==> config.mk <==
export PLATFORM = sky130hd
export DESIGN_NAME = bd2b_sr_flat
export DESIGN_NICKNAME = d
export VERILOG_FILES = /design/src/rtl/bd2b_pkg.sv /design/src/rtl/bd2b_if.sv /design/src/rtl/bd2b_sr_digit_adj.sv /design/src/rtl/bd2b_sr.sv /design/src/flat_wrapper.sv
export SDC_FILE = /design/constraint.sdc
export NUM_CORES = 1
export LEC_CHECK = 0
export ABC_AREA = 1
export CORE_ASPECT_RATIO = 1.2
export CORE_UTILIZATION = 45
export CTS_CLUSTER_SIZE = 10
export DETAILED_ROUTE_END_ITERATION = 10
export PLACE_DENSITY = 0.69
export SYNTH_ARGS = -nofsm -noshare
export SYNTH_HDL_FRONTEND = slang
export SYNTH_SLANG_ARGS = --single-unit
==> constraint.sdc <==
create_clock -name clk -period 2.1 [get_ports clk]
set_clock_uncertainty 0.2 [all_clocks]
set_input_delay 0.42 -clock clk [delete_from_list [all_inputs] [get_ports clk]]
set_output_delay 0.42 -clock clk [all_outputs]
set_load 0.1 [all_outputs]
==> src/rtl/bd2b_pkg.sv <==
// Shared constants, FSM state type and operand check for the BCD-to-binary converter.
package bd2b_pkg;

  localparam int BCD_W = 12;
  localparam int BIN_W = 8;
  localparam int ITER  = 10;

  typedef enum logic {IDLE, SHIFT} bd2b_state_t;

  // True when every 4-bit digit of the packed operand is a legal BCD digit.
  function automatic logic bcd_valid(logic [BCD_W-1:0] v);
    for (int i = 0; i < BCD_W / 4; i++) begin
      if (v[4*i +: 4] > 4'd9) return 1'b0;
    end
    return 1'b1;
  endfunction

endpackage

==> src/rtl/bd2b_if.sv <==
// Start/operand request and result/status bundle of the BCD-to-binary converter.
interface bd2b_if;
  import bd2b_pkg::*;

  logic             start;
  logic [BCD_W-1:0] bdc;
  logic [BIN_W-1:0] bc;
  logic             done;
  logic             busy;
  logic             ovf;
  logic             err;

  modport master (output start, bdc, input bc, done, busy, ovf, err);
  modport slave  (input start, bdc, output bc, done, busy, ovf, err);

endinterface

==> src/rtl/bd2b_sr_digit_adj.sv <==
// One BCD column correction of the reverse double-dabble step: columns at 8 or
// above after the right shift carried in a half-weight 10 (worth 5) and lose 3.
module bcd_digit_adj (
  input  logic [3:0] d,
  output logic [3:0] q
);

  assign q = (d >= 4'd8) ? d - 4'd3 : d;

endmodule

==> src/rtl/bd2b_sr.sv <==
// Sequential 3-digit BCD to 8-bit binary converter (shift right / subtract 3).
module bd2b_sr
  import bd2b_pkg::*;
#(
  parameter int DIGITS = 3,
  parameter int BIN_W  = 8
) (
  input  logic   clk,
  input  logic   rst,
  bd2b_if.slave  bus
);

  localparam int BCDW = 4 * DIGITS;
  localparam int NIT  = $clog2(10 ** DIGITS);
  localparam logic [3:0] LAST = 4'(NIT - 1);

  bd2b_state_t       state, state_n;
  logic [3:0]        cnt;
  logic [BCDW-1:0]   bcd_r;
  logic [NIT-1:0]    bin_r;
  logic [BIN_W-1:0]  bc_r;
  logic              done_r, ovf_r, err_r;

  logic [BCDW+NIT-1:0] sh;
  logic [BCDW-1:0]     bcd_sh, bcd_next;
  logic [NIT-1:0]      bin_next;
  logic                load, step, fin, inval;

  assign sh       = {bcd_r, bin_r} >> 1;
  assign bcd_sh   = sh[BCDW+NIT-1:NIT];
  assign bin_next = sh[NIT-1:0];

  for (genvar g = 0; g < DIGITS; g++) begin : g_adj
    bcd_digit_adj u_adj (
      .d (bcd_sh[4*g +: 4]),
      .q (bcd_next[4*g +: 4])
    );
  end

  // State register.
  always_ff @(posedge clk) begin
    if (rst) state <= IDLE;
    else     state <= state_n;
  end

  // Next state and per-cycle datapath commands; start is ignored outside IDLE.
  always_comb begin
    state_n = state;
    load    = 1'b0;
    step    = 1'b0;
    fin     = 1'b0;
    inval   = 1'b0;
    case (state)
      IDLE: begin
        if (bus.start) begin
          if (bcd_valid(bus.bdc)) begin
            load    = 1'b1;
            state_n = SHIFT;
          end else begin
            inval = 1'b1;
          end
        end
      end
      SHIFT: begin
        step = 1'b1;
        if (cnt == LAST) begin
          fin     = 1'b1;
          state_n = IDLE;
        end
      end
      default: state_n = IDLE;
    endcase
  end

  // Working register, iteration counter and result registers; the final
  // iteration's post-shift value goes straight to the outputs.
  always_ff @(posedge clk) begin
    if (rst) begin
      cnt    <= '0;
      bcd_r  <= '0;
      bin_r  <= '0;
      bc_r   <= '0;
      done_r <= 1'b0;
      ovf_r  <= 1'b0;
      err_r  <= 1'b0;
    end else begin
      done_r <= 1'b0;
      if (load) begin
        bcd_r <= bus.bdc;
        bin_r <= '0;
        cnt   <= '0;
      end
      if (step) begin
        bcd_r <= bcd_next;
        bin_r <= bin_next;
        cnt   <= cnt + 4'd1;
      end
      if (fin) begin
        bc_r   <= bin_next[BIN_W-1:0];
        ovf_r  <= |bin_next[NIT-1:BIN_W];
        err_r  <= 1'b0;
        done_r <= 1'b1;
      end
      if (inval) begin
        bc_r   <= '0;
        ovf_r  <= 1'b0;
        err_r  <= 1'b1;
        done_r <= 1'b1;
      end
    end
  end

  assign bus.bc   = bc_r;
  assign bus.done = done_r;
  assign bus.ovf  = ovf_r;
  assign bus.err  = err_r;
  assign bus.busy = (state == SHIFT);

endmodule

==> src/flat_wrapper.sv <==
// flat-port wrapper written by rule: the top's interface ports become plain ports
module bd2b_sr_flat import bd2b_pkg::*;
#(
  parameter int DIGITS = 3,
  parameter int BIN_W  = 8
)
  (clk, rst, bus_start, bus_bdc, bus_bc, bus_done, bus_busy, bus_ovf, bus_err);
  bd2b_if bus_i ();
  input  logic clk;
  input  logic rst;
  input wire logic [$bits(bus_i.start)-1:0] bus_start;
  input wire logic [$bits(bus_i.bdc)-1:0] bus_bdc;
  output wire logic [$bits(bus_i.bc)-1:0] bus_bc;
  output wire logic [$bits(bus_i.done)-1:0] bus_done;
  output wire logic [$bits(bus_i.busy)-1:0] bus_busy;
  output wire logic [$bits(bus_i.ovf)-1:0] bus_ovf;
  output wire logic [$bits(bus_i.err)-1:0] bus_err;
  assign bus_i.start = bus_start;
  assign bus_i.bdc = bus_bdc;
  assign bus_bc = bus_i.bc;
  assign bus_done = bus_i.done;
  assign bus_busy = bus_i.busy;
  assign bus_ovf = bus_i.ovf;
  assign bus_err = bus_i.err;
  bd2b_sr #(.DIGITS(DIGITS), .BIN_W(BIN_W)) u_core (.clk(clk), .rst(rst), .bus(bus_i));
endmodule
==> results <==
worst max-delay path by stage:
stage | from | end | slack [ps]
3_3_place_gp | bus_bdc[2] | u_core.bus.ovf | 120
4_1_cts | u_core.bus.busy | bus_busy | 230
3_5_place_dp | bus_bdc[2] | u_core.bus.ovf | 80
2_1_floorplan | u_core.bus.busy | u_core.bcd_r[1] | 70
5_1_grt | u_core.bus.busy | bus_busy | 160
6_report | u_core.bus.busy | bus_busy | 220
cell type report:
class                      instances  area share (%)
multi-input combinational        169            38.0
clock buffer                       6            3.79
sequential                        37            34.0
clock inverter                     2           0.631
inverter                          14            2.41
tap                               39            2.24
timing repair buffer              32            18.9
layout by cell type (no fill, tap or decap), types with 7 or more instances in the layout:
| cell | instances |
|---|---|
| nand2_1 | 65 |
| a21oi_1 | 40 |
| dfxtp_1 | 37 |
| nand3_1 | 25 |
| clkdlybuf4s50_1 | 14 |
| inv_1 | 12 |
| buf_12 | 11 |
| o21ai_0 | 9 |
| nor2_1 | 7 |
| buf_4 | 7 |
cells by family (layout without fill, tap and decap cells):
kind of cell | Yosys count | in the layout
AOI/OAI and AO/OA | 56 | 56
DFF | 37 | 37
adders and majority gates | 6 | 6
buffers and inverters | 27 | 54
and+or+nand+nor | 107 | 107
power groups by stage:
stage,registers (mW),clock network (mW),logic (mW)
after CTS,0.744,0.531,0.208
after detailed placement,0.760,0,0.208
final,0.745,0.522,0.208
after global placement,0.761,0,0.207
after global routing,0.748,0.569,0.231
after floorplan,0.783,0,0.112
stage by stage:
step	worst slack (ps)	hold WS, ps	instance area [um^2]
2_1_floorplan	72.5	245	1690
3_3_place_gp	117	259	2080
3_5_place_dp	75.3	267	2080
4_1_cts	226	278	2180
5_1_grt	160	295	2180
6_report	222	275	2180
per-layer routing:
layer	GRT usage, %	share of wire [%]	vias up
met5	0	0	-
met4	7.41	1.4	0
met3	5.82	4.7	6
met2	32.7	48	40
met1	23.1	46	709
li1	-	-	821
worst reg2reg max path, stage by stage (launching register included):
cell and delay [ps]:
dfxtp_1 560, inv_2 290, nand2_2 280, inv_1 90
nor2_1 90, nor2_1 40
registers in the layout, summed over array words and instances (netlist names):
| signal | cells |
|---|---|
| u_core.bcd_r | 12 |
| u_core.bin_r | 9 |
| u_core.bus.bc | 8 |
| u_core.bus.busy | 1 |
| u_core.bus.done | 1 |
| u_core.bus.err | 1 |
| u_core.bus.ovf | 1 |
| u_core.cnt | 4 |
==> impl_metrics.env <==
export IMPL_status="finished, violations left"
export IMPL_violations="DRC"
export IMPL_antenna_diode_count=0
export IMPL_yosys_warnings=0
export IMPL_synth_xor_area_share_pct=0
export IMPL_gp_congestion=0.753
export IMPL_rr_worst_depth=5
export IMPL_tns_ps=0
export IMPL_areaGrowthSynthToFinish_pct=29.1
export IMPL_grt_max_degree=29
export IMPL_required_ps=1480
export IMPL_critPathCaptureType="output port"
export IMPL_syn_area_um2=1690
export IMPL_finalPower_mw=1.48
export IMPL_postRouteAntennaNets=0
export IMPL_rows=24
export IMPL_rr_startpoint="u_core.bus.busy"
export IMPL_cp_arrival_ps=1260
export IMPL_grtUsageTotal_pct=19.6
export IMPL_synth_common_cells="nand2_1 (65), a21oi_1 (40), dfxtp_1 (37), nand3_1 (25), inv_1 (12)"
export IMPL_setup_viol=0
export IMPL_ys_seq_area_share_pct=43.9
export IMPL_fin_util_pct=60.5
export IMPL_yosysUniqueCellTypes=21
export IMPL_chipHeight_um=69.1
export IMPL_wl_per_cell_um=11.9
export IMPL_syn_area_per_cell_um2=7.25
export IMPL_insertion_delay_ps=290
export IMPL_nNetsFinal=280
export IMPL_path_cells="buf_4 > buf_12"
export IMPL_synthSimpleGateAreaFrac_pct=27.4
export IMPL_clk_pin_slew_ps=70
export IMPL_synth_top_flop_cell="dfxtp_1"
export IMPL_synth_compound_area_share_pct=17.3
export IMPL_core_area_um2=3600
export IMPL_io_buffers=26
export IMPL_grt_overflow=0
export IMPL_switching_share_pct=27.7
export IMPL_min_path_cells=2
export IMPL_multi_input_area_um2=830
export IMPL_drv_cap=0
export IMPL_seq_power_share_pct=50.5
export IMPL_antenna_found_initial=0
export IMPL_syn_inst=233
export IMPL_yosysTopAreaCellShare_pct=43.9
export IMPL_synth_area_leaders="dfxtp_1 (44%), nand2_1 (14%), a21oi_1 (12%), nand3_1 (7.4%), ha_1 (4.4%)"
export IMPL_synth_area_mux_share_pct=0
export IMPL_synthAdderAreaFrac_pct=4.44
export IMPL_p_leak_nw=0.826
export IMPL_drive_gt1_share_pct=13.5
export IMPL_synth_seq_cells=37
export IMPL_drv_slew=0
export IMPL_crit_buf_inv=2
export IMPL_critPathMaxStageDelay_ps=560
export IMPL_post_cts_repair_setup_buffers=0
export IMPL_synth_top_family_by_area="simple AND/OR/NAND/NOR gates"
export IMPL_rsz0062_at_grt="false"
export IMPL_seqCellArea_um2=741
export IMPL_r2r_end="u_core.bcd_r[8]"
export IMPL_via_per_inst=5.27
export IMPL_worstPathMaxFanout=11
export IMPL_drt_iter0_markers=62
export IMPL_peakVddDrop_mv=0.419
export IMPL_cp_start_kind="flip-flop"
export IMPL_crit_type="reg -> out"
export IMPL_hpwl_um=2500
export IMPL_root_buffer="clkbuf_8"
export IMPL_cellPowerDensity_nw_per_um2=676
export IMPL_start_util_pct=46.9
export IMPL_ctsHoldBuffers=0
export IMPL_synth_nets=254
export IMPL_grt_pass1_wl_um=6100
export IMPL_h_tree_depth=2
export IMPL_first_global_vias=1419
export IMPL_fin_cells=299
export IMPL_fillCellCount=331
export IMPL_hp_start="u_core.bin_r[9]"
export IMPL_cts_sinks=37
export IMPL_clock_fmax_ghz=0.532
export IMPL_clk_path_buf_depth=2
export IMPL_yosysTopAreaCell="dfxtp_1"
export IMPL_cts_resized=0
export IMPL_clock_power_share_pct=35.4
export IMPL_worst_path_max_delay_cell="dfxtp_1"
export IMPL_dr_pass1_iters=8
export IMPL_p_sw_mw=0.408
export IMPL_holdCritPathClass="reg -> reg"
export IMPL_fin_crit_sh_pct=89.4
export IMPL_period_minus_slack_ps=1880
export IMPL_drt_wl_total_um=3560
export IMPL_tightest_slew_ps=432
export IMPL_die_area_um2=4000
export IMPL_synth_edf_count=0
export IMPL_io_pins=27
export IMPL_whs_endpoint="u_core.bin_r[8]"
export IMPL_internal_power_mw=1.07
export IMPL_hold_violations=0
export IMPL_cp_depth=2
export IMPL_cts_tree="yes"
export IMPL_critPathTopFamily="flip-flops"
export IMPL_cts_buffers=5
export IMPL_ys_async_sr_fraction_pct=0
export IMPL_dpl_cell_count=291
export IMPL_combPwrFrac_pct=14.1
export IMPL_maxSlewHeadroom_pct=71.2
export IMPL_yosysMostFrequentCell="nand2_1"
export IMPL_drc_errors=3
export IMPL_route_vias_total=1576
export IMPL_die_x_um=57.9
export IMPL_rrSetupSlack_ps=440
(Power assumes the default switching activity.)
